==> src/rtl/uart_rx_if.sv <==
// Serial-line and received-word signals of the UART receiver.
// The bench drives the master side; uart_rx consumes the slave side.
interface uart_rx_if #(
    parameter int DATA_WIDTH = 8
);
    logic                  RX_IN;
    logic [5:0]            PRESCALE;
    logic                  PAR_EN;
    logic                  PAR_TYP;
    logic [DATA_WIDTH-1:0] P_DATA;
    logic                  DATA_VALID;
    logic                  PAR_ERR;
    logic                  STP_ERR;

    modport master (
        output RX_IN, PRESCALE, PAR_EN, PAR_TYP,
        input  P_DATA, DATA_VALID, PAR_ERR, STP_ERR
    );

    modport slave (
        input  RX_IN, PRESCALE, PAR_EN, PAR_TYP,
        output P_DATA, DATA_VALID, PAR_ERR, STP_ERR
    );
endinterface

==> src/rtl/uart_rx.sv <==
// UART receiver: oversamples RX_IN, majority-votes at mid-bit, deserialises LSB first,
// and reports a good word, a parity error or a stop error with one-cycle pulses.
module uart_rx #(
    parameter int DATA_WIDTH = 8
) (
    input logic       CLK,
    input logic       RST,
    uart_rx_if.slave  bus
);
    localparam int BW = (DATA_WIDTH > 1) ? $clog2(DATA_WIDTH) : 1;

    typedef enum logic [2:0] {IDLE, START, DATA, PARITY, STOP} state_t;

    state_t                state_q, state_d;
    logic [1:0]            sync_q;
    logic                  rx_s;
    logic                  armed_q;
    logic [5:0]            p_q;
    logic                  par_en_q, par_typ_q;
    logic [5:0]            edge_q;
    logic [BW-1:0]         bit_cnt_q;
    logic [2:0]            smp_q;
    logic [DATA_WIDTH-1:0] shift_q;
    logic                  par_bad_q;
    logic [DATA_WIDTH-1:0] pdata_q;
    logic                  dv_q, perr_q, serr_q;

    logic [5:0] half;
    logic       mid, last, maj, start_det;

    assign rx_s = sync_q[1];
    assign half = p_q >> 1;
    assign mid  = (edge_q == half + 6'd2);
    assign last = (edge_q == p_q - 6'd1);
    assign maj  = (smp_q[0] & smp_q[1]) | (smp_q[0] & smp_q[2]) | (smp_q[1] & smp_q[2]);

    assign bus.P_DATA     = pdata_q;
    assign bus.DATA_VALID = dv_q;
    assign bus.PAR_ERR    = perr_q;
    assign bus.STP_ERR    = serr_q;

    always_comb begin
        state_d   = state_q;
        start_det = 1'b0;
        case (state_q)
            IDLE: begin
                if (armed_q && !rx_s) begin
                    state_d   = START;
                    start_det = 1'b1;
                end
            end
            START: begin
                if (mid && maj)
                    state_d = IDLE;
                else if (last)
                    state_d = DATA;
            end
            DATA: begin
                if (last && bit_cnt_q == BW'(DATA_WIDTH - 1))
                    state_d = par_en_q ? PARITY : STOP;
            end
            PARITY: begin
                if (last)
                    state_d = STOP;
            end
            STOP: begin
                if (mid)
                    state_d = IDLE;
            end
            default: state_d = IDLE;
        endcase
    end

    always_ff @(posedge CLK or posedge RST) begin
        if (RST) begin
            state_q   <= IDLE;
            sync_q    <= '1;
            armed_q   <= 1'b0;
            p_q       <= 6'd8;
            par_en_q  <= 1'b0;
            par_typ_q <= 1'b0;
            edge_q    <= '0;
            bit_cnt_q <= '0;
            smp_q     <= '0;
            shift_q   <= '0;
            par_bad_q <= 1'b0;
            pdata_q   <= '0;
            dv_q      <= 1'b0;
            perr_q    <= 1'b0;
            serr_q    <= 1'b0;
        end else begin
            state_q <= state_d;
            sync_q  <= {sync_q[0], bus.RX_IN};
            dv_q    <= 1'b0;
            perr_q  <= 1'b0;
            serr_q  <= 1'b0;

            if (state_q == IDLE) begin
                // The detection cycle itself is edge 0 of the start bit.
                edge_q <= start_det ? 6'd1 : 6'd0;
                if (start_det) begin
                    armed_q   <= 1'b0;
                    par_en_q  <= bus.PAR_EN;
                    par_typ_q <= bus.PAR_TYP;
                    par_bad_q <= 1'b0;
                    bit_cnt_q <= '0;
                    case (bus.PRESCALE)
                        6'd16:   p_q <= 6'd16;
                        6'd32:   p_q <= 6'd32;
                        default: p_q <= 6'd8;
                    endcase
                end else if (rx_s) begin
                    armed_q <= 1'b1;
                end
            end else begin
                edge_q <= (last || state_d == IDLE) ? 6'd0 : edge_q + 6'd1;

                if (edge_q == half - 6'd1) smp_q[0] <= rx_s;
                if (edge_q == half)        smp_q[1] <= rx_s;
                if (edge_q == half + 6'd1) smp_q[2] <= rx_s;

                if (state_q == DATA && mid)
                    shift_q <= {maj, shift_q[DATA_WIDTH-1:1]};
                if (state_q == DATA && last)
                    bit_cnt_q <= bit_cnt_q + BW'(1);
                if (state_q == PARITY && mid)
                    par_bad_q <= maj ^ (^shift_q) ^ par_typ_q;

                // A high stop sample re-arms IDLE so a start edge can follow immediately.
                if (state_q == STOP && mid) begin
                    armed_q <= maj;
                    serr_q  <= ~maj;
                    perr_q  <= par_bad_q;
                    if (maj && !par_bad_q) begin
                        dv_q    <= 1'b1;
                        pdata_q <= shift_q;
                    end
                end
            end
        end
    end
endmodule

==> src/flat_wrapper.sv <==
// flat-port wrapper written by rule: the top's interface ports become plain ports
module uart_rx_flat 
#(
    parameter int DATA_WIDTH = 8
)
  (CLK, RST, bus_RX_IN, bus_PRESCALE, bus_PAR_EN, bus_PAR_TYP, bus_P_DATA, bus_DATA_VALID, bus_PAR_ERR, bus_STP_ERR);
  uart_rx_if #(.DATA_WIDTH(DATA_WIDTH)) bus_i ();
  input logic CLK;
  input logic RST;
  input wire logic [$bits(bus_i.RX_IN)-1:0] bus_RX_IN;
  input wire logic [$bits(bus_i.PRESCALE)-1:0] bus_PRESCALE;
  input wire logic [$bits(bus_i.PAR_EN)-1:0] bus_PAR_EN;
  input wire logic [$bits(bus_i.PAR_TYP)-1:0] bus_PAR_TYP;
  output wire logic [$bits(bus_i.P_DATA)-1:0] bus_P_DATA;
  output wire logic [$bits(bus_i.DATA_VALID)-1:0] bus_DATA_VALID;
  output wire logic [$bits(bus_i.PAR_ERR)-1:0] bus_PAR_ERR;
  output wire logic [$bits(bus_i.STP_ERR)-1:0] bus_STP_ERR;
  assign bus_i.RX_IN = bus_RX_IN;
  assign bus_i.PRESCALE = bus_PRESCALE;
  assign bus_i.PAR_EN = bus_PAR_EN;
  assign bus_i.PAR_TYP = bus_PAR_TYP;
  assign bus_P_DATA = bus_i.P_DATA;
  assign bus_DATA_VALID = bus_i.DATA_VALID;
  assign bus_PAR_ERR = bus_i.PAR_ERR;
  assign bus_STP_ERR = bus_i.STP_ERR;
  uart_rx #(.DATA_WIDTH(DATA_WIDTH)) u_core (.CLK(CLK), .RST(RST), .bus(bus_i));
endmodule
==> config.mk <==
export PLATFORM = sky130hd
export DESIGN_NAME = uart_rx_flat
export DESIGN_NICKNAME = d
export VERILOG_FILES = /design/src/rtl/uart_rx_if.sv /design/src/rtl/uart_rx.sv /design/src/flat_wrapper.sv
export SDC_FILE = /design/constraint.sdc
export NUM_CORES = 1
export LEC_CHECK = 0
export BUFFER_PORTS_ARGS = -buffer_cell sky130_fd_sc_hd__buf_2
export CORE_ASPECT_RATIO = 1.75
export CORE_MARGIN = 2
export CORE_UTILIZATION = 48
export DETAILED_ROUTE_END_ITERATION = 10
export GPL_TIMING_DRIVEN = 0
export PLACE_DENSITY = 0.67
export SYNTH_ARGS = -nofsm -noshare
export SYNTH_HDL_FRONTEND = slang
export SYNTH_SLANG_ARGS = --single-unit
==> constraint.sdc <==
create_clock -name CLK -period 4.7 [get_ports CLK]
set_input_delay 0.235 -clock CLK [delete_from_list [all_inputs] [get_ports CLK]]
set_output_delay 0.235 -clock CLK [all_outputs]
set_load 0.03 [all_outputs]
* Yosys cells after proc, flatten, opt, wreduce, memory -nomap -nowiden
Index checks and enable logic that the tools add are counted.
** Operators by class
- Add/subtract/negate cells :: 6
- Equality and inequality tests :: 14
- Muxes and demuxes :: 31
- Bitwise operators :: 9
- Reduce and logical (&&, ||, !) cells :: 26
** Operator list (count)
- 3-bit two-way mux :: 10
- 6-bit equality test :: 4
- 1-bit two-way mux :: 17
- 2-bit AND reduction :: 8
- 3-bit case mux with 5 select lines :: 1
- 6-bit two-way mux :: 2
- 6-bit case mux with 2 select lines :: 1
- 1-bit logical AND :: 8
- 8-bit XOR reduction :: 1
- 5-bit by 1-bit adder with 6-bit output, second input constant :: 1
- 5-bit by 2-bit adder with 6-bit output, second input constant :: 1
- 6-bit by 1-bit adder with 6-bit output, second input constant :: 1
- 3-bit by 2-bit equality test with 1-bit output, second input constant :: 2
- 3-bit equality test, second input constant :: 2
- 6-bit by 5-bit equality test with 1-bit output :: 1
- 6-bit by 5-bit equality test with 1-bit output, second input constant :: 1
- 6-bit equality test, second input constant :: 1
- 3-bit logical NOT :: 2
- 2-bit nonzero test :: 3
- 5-bit by 1-bit subtractor with 6-bit output, second input constant :: 1
- 6-bit by 1-bit subtractor with 6-bit output, second input constant :: 1
- 3-bit by 1-bit adder with 3-bit output, second input constant :: 1
- 1-bit bitwise AND :: 3
- 3-bit by 1-bit equality test with 1-bit output, second input constant :: 1
- other kinds (8) :: 12
** Storage, ports and cells
- Output and inout port bits :: 11
- Word-level logic and storage cells :: 103
- Register bits after elaboration :: 46

* Longest topological paths before layout
Gate-level depths: netlist (run 1).
- Depth after elaboration :: 10
- Depth in mapped cells :: 7

* Least setup slack after synthesis (run 1)
No wires, ideal clock.
- Path type :: register -> register
- From :: register u_core.p_q[3]
- To :: register u_core.bit_cnt_q[0]
- Stages on the path, launching flop included :: 7
- Arrival time :: 1.799 ns
- Slack :: 2.768 ns
- Setup time :: 0.133 ns
- Data required time :: 4.567 ns
- Cell sequence :: dfstp_2 > inv_1 > ha_1 > xnor3_1 > nand4_1 > o31ai_1 > o21ai_0
** On the way
- Word-level cells in the longest chain between the ends :: 5
** Ends and longest elaborated chain
- from (decl) :: line uart_rx.sv:18 : logic [5:0] p_q;
- from (signal assigned) :: line uart_rx.sv:79 : p_q <= 6'd8;
- from (signal assigned) :: line uart_rx.sv:108 : 6'd16: p_q <= 6'd16;
- from (signal assigned) :: line uart_rx.sv:109 : 6'd32: p_q <= 6'd32;
- 6-bit by 1-bit subtractor with 6-bit output :: line uart_rx.sv:34 : assign last = (edge_q == p_q - 6'd1);
- 6-bit equality test :: line uart_rx.sv:34
- 1-bit logical AND :: line uart_rx.sv:124 : if (state_q == DATA && last)
- 2-bit nonzero test (no source line)
- 2-bit AND reduction (no source line)
- to (signal assigned) :: line uart_rx.sv:125 : bit_cnt_q <= bit_cnt_q + BW'(1);
- to (decl) :: line uart_rx.sv:21 : logic [BW-1:0] bit_cnt_q;
No other way between the ends.
A chain may end at the register's enable or synchronous reset.

* Worst setup path after layout (run 1)
Same ends and word-level chain as after synthesis.

==> out/qor.csv, run 1 <==
stage,metric,value,unit
run_status,run_status,finished clean,
finish,diodes,0,
detailed_routing,drtIter0Drc,35,
synth,ys_ff_latch,43,
clocking,clk_latency,290,ps
clocking,cts_resized,0,
worst_setup_path,cp_slowest_cell,dfstp_2,
clocking,clock_sinks,43,
timing,setup-violations-final,0,
finish,multi_input_area,0.001033,sq mm
synth,synth.distinct_cells,46,
place,port_buffers,21,
worst_setup_path,max_stage_delay,570,ps
detailed_routing,vias,1494,
finish,syn2layout_area_growth,11.40,%
synth,synth_top_area_share,45.15,%
timing,finalCritPeriodShare,47.91,%
synth,synth-xor-area-share,10.33,%
power,pwr-share-comb,35.5,%
clocking,cts_buffers,5,
clocking,clock_path_buffers,2,
synth,syn-num-nets,204,
timing,hold_viol,0,
clocking,cts-htree-levels,2,
global_route,grt_max_degree,44,
global_route,antenna_found_initial,0,
synth,syn-cell-area,0.002217,sq mm
worst_setup_path,crit_chain,"inv_1, ha_1, xnor3_1, nand4_1, o31ai_1, o21ai_0",
place,gp_congestion,0.8283,
hold_path,hold_class,primary input to flop,
synth,yosysMostFrequentCell,dfrtp_1,
worst_setup_path,end_kind,flop,
power,p_leak,1.206,nW
worst_setup_path,cp.required,4860,ps
floorplan,dieArea,0.005200,sq mm
worst_setup_path,cp.arrival,2410,ps
clocking,clk_transition_reported_paths,70,ps
timing,maxSlewViolCount,0,
worst_setup_path,r2r_setup_slack,2450,ps
synth,synth_top_family_by_area,multiplexers,
timing,min_period,2252,ps
detailed_routing,drtAntennaViolNets,0,
clocking,cts_tree,built,
synth,synthFlopType,dfrtp_1,
worst_setup_path,worstSetupPathType,flop to flop,
power,power.share.clock,20.1,%
global_route,grt_pass1_vias,1649,
job,cap_violations,0,
synth,synth_cells,186,
power,switchingPower,0.3906,mW
clocking,cts_setup_buffers,0,
floorplan,die_y,93.91,um
finish,fin_util,55.57,%
clocking,postCtsHoldBufs,0,
synth,yosys-top-cells-count,"dfrtp_1 (40), inv_1 (15), xnor2_1 (14)",
detailed_routing,finalWirelength,4.095,mm
power,power_density,447.0,mW/mm^2
timing,worstMarginPinSlew,889.2,ps
synth,synth_compound_area_share,8.634,%
place,place_hpwl,3.118,mm
worst_setup_path,critPathBufInv,1,
floorplan,die-width,55.38,um
global_route,grt_pass1_wl,7.300,mm
floorplan,initial_core_util,49.89,%
power,p_int,0.7134,mW
worst_setup_path,path_delay_family,compound AO/OA/AOI/OAI gates,
power,pwr-share-seq,44.5,%
global_route,grt.total_usage,17.95,%
worst_setup_path,worstPathMaxFanout,7,
timing,slew-limit-headroom,40.63,%
synth,synth_edf_count,0,
clocking,cts_root_buffer,clkbuf_8,
synth,ys_top_cells_by_area,"dfrtp_1 (45%), mux2_2 (6.6%), xnor2_1 (5.5%)",
global_route,overflow,0,
power,peakVddDrop,249.5,uV
worst_setup_path,worstSetupStartpointType,flop,
synth,synthSimpleGateAreaFrac,11.23,%
synth,async_reset_ff_share,100.0,%
detailed_routing,vias_per_cell,5.617,
finish,seq_area,0.001080,sq mm
timing,rsz0062_at_grt,no,
finish,fill_cells,373,
floorplan,coreArea,0.004444,sq mm
detailed_routing,dr.pass1.iters,4,
synth,synthMuxAreaShare,12.02,%
finish,nNetsFinal,232,
power,p_sw_share,35.38,%
timing,setup_tns,0,ps
floorplan,rows,32,
synth,synth.avg_cell_area,11.92,sq um
detailed_routing,routedWlPerCell,15.39,um
synth,yosysSeqAreaShare,48.70,%
synth,synthAdderAreaFrac,4.402,%
timing,clock_skew,8.587,ps
detailed_routing,drc,0,
synth,yosysTopAreaCell,dfrtp_1,
synth,synth_warnings,0,
finish,drive_above_1_share,30.23,%
timing,max_freq,0.4441,GHz
floorplan,pin_count,22,
==> registers in the layout, summed over array words and instances, names as in the netlist <==
register               cells
u_core.bus.P_DATA          8
u_core.smp_q               3
u_core.armed_q             1
u_core.par_en_q            1
u_core.edge_q              6
u_core.shift_q             8
u_core.p_q                 3
u_core.bus.STP_ERR         1
u_core.bus.DATA_VALID      1
u_core.par_typ_q           1
u_core.bit_cnt_q           3
u_core.bus.PAR_ERR         1
u_core.state_q             3
u_core.sync_q              2
u_core.par_bad_q           1
==> final timing paths <==
| path | startpoint | end | cells past startpoint |
|---|---|---|---|
| setup / recovery | u_core.p_q[3] | u_core.bit_cnt_q[0] | 6 |
| hold / removal | bus_RX_IN | u_core.sync_q[0] | 1 |
| setup reg to reg | u_core.p_q[3] | u_core.bit_cnt_q[0] | 6 |
| hold reg to reg | u_core.sync_q[0] | u_core.sync_q[1] | 0 |
| max in group asynchronous | RST | u_core.state_q[0] | 2 |
| min in group asynchronous | RST | u_core.bus.P_DATA[7] | 2 |
==> metrics by stage <==
stage / setup slack, ps / cells / total power [mW] / hold slack, ps / instance area [sq um]
finish: 2448 / 266 / 1.104 / 38.95 / 2470
global route: 2291 / 266 / 1.186 / 25.00 / 2470
CTS: 2446 / 266 / 1.117 / 31.19 / 2470
detailed placement: 2472 / 258 / 0.8905 / 342.8 / 2386
global placement: 2517 / 258 / 0.8726 / 340.2 / 2386
floorplan: 2768 / 186 / 0.7977 / 239.5 / 2217
==> placed cells by master (no fill, tap or decap), types with 4 or more instances in the layout <==
master / Yosys / routed
nand3_1: 6 / 6
nand4_1: 4 / 4
nor3_1: 6 / 6
mux2_4: 8 / 8
clkbuf_8: 0 / 5
inv_1: 15 / 14
xor2_1: 7 / 7
nand2_1: 7 / 7
mux2_2: 13 / 13
xnor2_1: 14 / 14
dfrtp_1: 40 / 40
ha_1: 7 / 7
buf_2: 4 / 25
nor2_1: 4 / 4
a21oi_1: 5 / 5
o21ai_0: 4 / 4
==> power by group through the flow <==
stage / clock network, mW / logic (mW) / registers (mW)
after floorplan: 0 / 0.317 / 0.480
after global placement: 0 / 0.378 / 0.495
after detailed placement: 0 / 0.393 / 0.497
after CTS: 0.230 / 0.397 / 0.490
after global routing: 0.250 / 0.438 / 0.498
final: 0.221 / 0.392 / 0.491
==> logic make-up after synthesis <==
group,after synthesis
AO/OA/AOI/OAI,26
multiplexers,21
flip-flops,43
buffers and inverters,23
adder cells (fa/ha/maj),8
XOR/XNOR,23
AND/OR/NAND/NOR,42
==> per-layer routing <==
layer / part of all wire, % / track usage [%] / up-vias
met3: 2.5 / 3.444 / 7
met4: 2.7 / 8.740 / 0
li1: - / - / 711
met1: 38 / 18.29 / 751
met5: 0 / 0 / -
met2: 57 / 34.13 / 25
==> layout make-up <==
class	count	area share, %
Sequential cell	43	43.72
Multi-Input combinational cell	120	41.84
Timing Repair Buffer	21	4.255
Clock buffer	5	2.786
Tap cell	51	2.584
Inverter	15	2.280
Buffer	8	1.925
Clock inverter	3	0.6079
No activity file was read; power rests on OpenSTA's default activity.
==> inputs of run 2 (changes only) <==
PLACE_DENSITY = 0.7   (was 0.67)
clock period = 1.8 ns   (was 4.7 ns; I/O delays follow)
==> run 2 against run 1 <==
Against the previous run: critical path type unchanged; cell area increased by 11%; clock-buffer cell count unchanged; cell count up 3.8%; hold slack lost 29 ps.
==> out/qor.csv, run 2 (synthesis results as in run 1) <==
stage,metric,value,unit
timing,worstMarginPinSlew,469.4,ps
timing,min_period,1768,ps
timing,clock_skew,5.718,ps
clocking,cts_tree,built,
global_route,grt_pass1_vias,1642,
global_route,grt_pass1_wl,7.624,mm
detailed_routing,wl_met1,1.616,mm
detailed_routing,dr_wl_met2,2.483,mm
floorplan,initial_core_util,49.89,%
power,p_total,3.298,mW
worst_setup_path,cp.required,2030,ps
clocking,clock_sinks,43,
worst_setup_path,worstSetupStartpointType,flop,
global_route,antenna_found_initial,0,
clocking,cts-htree-levels,2,
timing,setup_slack,32.13,ps
power,p_leak,1.313,nW
power,power_density,1204,mW/mm^2
place,place_hpwl,3.045,mm
floorplan,pin_count,22,
place,port_buffers,21,
floorplan,dieArea,0.005200,sq mm
detailed_routing,wl_met3,111,um
worst_setup_path,worstSetupPathType,flop to flop,
detailed_routing,routedWlPerCell,15.48,um
worst_setup_path,r2r_setup_slack,30,ps
detailed_routing,drc,0,
job,cap_violations,0,
clocking,cts_root_buffer,clkbuf_8,
timing,max_freq,0.5657,GHz
floorplan,die-width,55.38,um
timing,hold_viol,0,
finish,diodes,0,
place,pre_cts_slack,-215.3,ps
timing,setup-violations-final,0,
finish,syn2layout_area_growth,23.53,%
floorplan,rows,32,
power,peakVddDrop,748.0,uV
detailed_routing,finalWirelength,4.273,mm
finish,fin_util,61.63,%
floorplan,die_y,93.91,um
timing,hold_ws,10.39,ps
detailed_routing,dr.pass1.iters,4,
hold_path,hold_class,primary input to flop,
finish,nNetsFinal,242,
worst_setup_path,cp.arrival,1990,ps
detailed_routing,vias,1546,
run_status,run_status,finished clean,
clocking,clk_transition_reported_paths,80,ps
clocking,clock_path_buffers,2,
worst_setup_path,worstPathMaxFanout,5,
timing,rsz0062_at_grt,yes,
finish,fill_cells,343,
detailed_routing,top_layer,met4,
detailed_routing,vias_per_cell,5.601,
timing,slew-limit-headroom,68.71,%
finish,final_common_cell,dfrtp_1,
timing,maxSlewViolCount,0,
floorplan,coreArea,0.004444,sq mm
global_route,overflow,0,
finish,drive_above_1_share,41.33,%
finish,final_cell_mix,"dfrtp_1 (40), buf_2 (25), xnor2_1 (13)",
worst_setup_path,end_kind,flop,
timing,finalCritPeriodShare,98.21,%
detailed_routing,drtIter0Drc,28,
clocking,cts_buffers,5,
place,gp_congestion,0.8270,
global_route,grt_max_degree,41,
clocking,clk_latency,300,ps
timing,setup_tns,0,ps
detailed_routing,drtAntennaViolNets,0,
global_route,grt.total_usage,18.67,%
-- run 2: path summary, 6_finish.rpt --
path | from | end | cells after the start
worst max-delay path | u_core.p_q[3] | u_core.state_q[1] | 7
worst min-delay path | bus_PRESCALE[5] | u_core.p_q[4] | 2
worst max register to register | u_core.p_q[3] | u_core.state_q[1] | 7
worst min register to register | u_core.sync_q[0] | u_core.sync_q[1] | 0
max in group asynchronous | RST | u_core.p_q[3] | 4
min in group asynchronous | RST | u_core.bus.P_DATA[7] | 3
-- run 2: layer usage --
layer  up-vias  track usage [%]
li1        734                -
met1       779            19.64
met2        28            36.61
met3         5            3.030
met4         0            6.301
met5         -                0
-- run 2: layout make-up --
| type | count | area, sq um | area share [%] |
|---|---|---|---|
| Timing Repair Buffer | 32 | 209.0 | 7.629 |
| Buffer | 6 | 38.79 | 1.416 |
| Clock buffer | 5 | 68.82 | 2.513 |
| Multi-Input combinational cell | 121 | 1179 | 43.03 |
| Tap cell | 51 | 63.81 | 2.330 |
| Sequential cell | 43 | 1080 | 39.42 |
| Inverter | 15 | 56.30 | 2.056 |
| Clock inverter | 3 | 43.79 | 1.599 |
-- run 2: power by group --
part / internal [mW] / leakage, nW / switching [mW]
clock: 0.413 / 0.0581 / 0.337
sequential: 1.14 / 0.569 / 0.151
combinational: 0.575 / 0.686 / 0.682
total: 2.13 / 1.31 / 1.17
-- run 2: repair_timing --
action | 4_1_cts | 5_1_grt
hold buffers | 2 | 0
pin swaps | 4 | 6
buffers inserted | 8 | 0
endpoints found under the hold margin | 41 | 0
endpoints found under the setup margin | 33 | 30
resized for setup | 12 | 18
cloned | 1 | 0
-- run 2: stage by stage --
step                cell area, sq um  instances
floorplan                       2235        186
global placement                2404        258
detailed placement              2424        259
CTS                             2675        277
global route                    2739        276
finish                          2739        276
-- run 2: worst max-delay path, cell delays in order, from the launching register on --
cell and delay (ps):
dfstp_2 540, inv_2 50, ha_4 270, xor2_2 150
nand4_1 110, buf_6 150, a2111o_1 290, a21oi_1 140
==> inputs of run 3 (changes only) <==
HOLD_SLACK_MARGIN = 0.12   (was unset)
==> run 3 against run 2 <==
Against the previous run: sequential share of layout area shrank 1.1 points; clock-buffer cell count unchanged; clock skew barely moved; critical endpoint unchanged; highest routed layer unchanged.
==> out/qor.csv, run 3 (synthesis results as in run 1) <==
stage,metric,value,unit
run_status,run_status,finished clean,
worst_setup_path,r2r_setup_slack,30,ps
finish,fin_cells,284,
clocking,clk_transition_reported_paths,80,ps
finish,final_cell_mix,"dfrtp_1 (40), buf_2 (25), xnor2_1 (13)",
clocking,cts-htree-levels,2,
clocking,cts_buffers,5,
detailed_routing,routedWlPerCell,15.61,um
detailed_routing,finalWirelength,4.434,mm
finish,nNetsFinal,250,
detailed_routing,dr.pass1.iters,3,
timing,slew-limit-headroom,69.50,%
power,p_total,3.313,mW
finish,syn2layout_area_growth,27.14,%
power,p_leak,1.347,nW
detailed_routing,drc,0,
global_route,grt.total_usage,19.35,%
finish,diodes,0,
floorplan,die-width,55.38,um
timing,worstMarginPinSlew,457.5,ps
floorplan,die_y,93.91,um
timing,clock_skew,6.032,ps
clocking,cts_tree,built,
detailed_routing,vias_per_cell,5.496,
detailed_routing,drtIter0Drc,18,
global_route,grt_max_degree,41,
global_route,grt_pass1_vias,1717,
finish,fin_util,63.43,%
floorplan,coreArea,0.004444,sq mm
worst_setup_path,cp.required,2020,ps
global_route,antenna_found_initial,0,
floorplan,dieArea,0.005200,sq mm
place,gp_congestion,0.8270,
floorplan,pin_count,22,
finish,final_common_cell,dfrtp_1,
timing,hold_viol,0,
timing,finalCritPeriodShare,98.58,%
clocking,clock_path_buffers,2,
clocking,clock_sinks,43,
place,pre_cts_slack,-215.3,ps
timing,setup_slack,25.53,ps
worst_setup_path,worstPathMaxFanout,5,
worst_setup_path,worstSetupPathType,flop to flop,
detailed_routing,vias,1561,
timing,max_freq,0.5635,GHz
detailed_routing,drtAntennaViolNets,0,
floorplan,initial_core_util,49.89,%
finish,drive_above_1_share,39.91,%
worst_setup_path,cp.arrival,2000,ps
power,power_density,1175,mW/mm^2
clocking,cts_root_buffer,clkbuf_8,
place,place_hpwl,3.045,mm
floorplan,rows,32,
global_route,overflow,0,
timing,hold_ws,202.6,ps
worst_setup_path,end_kind,flop,
worst_setup_path,worstSetupStartpointType,flop,
hold_path,hold_class,primary input to async pin,
place,port_buffers,21,
timing,min_period,1774,ps
place,dp_cells,259,
timing,maxSlewViolCount,0,
timing,setup-violations-final,0,
clocking,clk_latency,300,ps
global_route,grt_pass1_wl,7.893,mm
timing,rsz0062_at_grt,yes,
power,peakVddDrop,755.9,uV
job,cap_violations,0,
-- run 3: power breakdown --
| part | internal (mW) | switching (mW) | total, mW |
|---|---|---|---|
| combinational | 0.586 | 0.683 | 1.27 |
| sequential | 1.14 | 0.152 | 1.29 |
| clock | 0.413 | 0.339 | 0.752 |
| total | 2.14 | 1.17 | 3.31 |
-- run 3: final timing paths --
kind	start	cells after the start	endpoint
setup / recovery	u_core.p_q[3]	7	u_core.state_q[1]
hold / removal	RST	3	u_core.bus.P_DATA[7]
setup reg to reg	u_core.p_q[3]	7	u_core.state_q[1]
hold reg to reg	u_core.sync_q[0]	0	u_core.sync_q[1]
max in group asynchronous	RST	4	u_core.p_q[3]
min in group CLK	u_core.sync_q[0]	0	u_core.sync_q[1]
-- run 3: metal layers --
metal  part of all wire, %  GRT usage (%)
met3                   2.3          3.030
met4                   1.4          6.301
met2                    59          38.79
met5                     0              0
met1                    37          19.73
-- run 3: final cells by class --
cell class                      instances  area [sq um]
Sequential cell                        43          1080
Clock buffer                            5         68.82
Fill cell                             333          1625
Buffer                                  6         38.79
Tap cell                               51         63.81
Multi-Input combinational cell        121          1179
Clock inverter                          3         43.79
Timing Repair Buffer                   40         289.0
Inverter                               15         56.30
-- run 3: worst max-delay path, cell delays in order, from the launching register on --
cell	delay, ps
dfstp_2	540
inv_2	50
ha_4	270
xor2_2	150
nand4_1	110
buf_6	150
a2111o_1	290
a21oi_1	150
-- run 3: through the flow --
stage / TNS (ps) / area (sq um)
after CTS: 0 / 2755
after global routing: -217.2 / 2819
after global placement: -1790 / 2404
after floorplan: -18.59 / 2235
after detailed placement: -2395 / 2424
final: 0 / 2819
-- run 3: repair_timing --
item	CTS	global route
hold buffers	10	0
cloned	1	0
pin swaps	4	6
buffers inserted	8	0
hold endpoints to repair	45	0
setup endpoints to repair	33	30
gates resized for setup	12	18
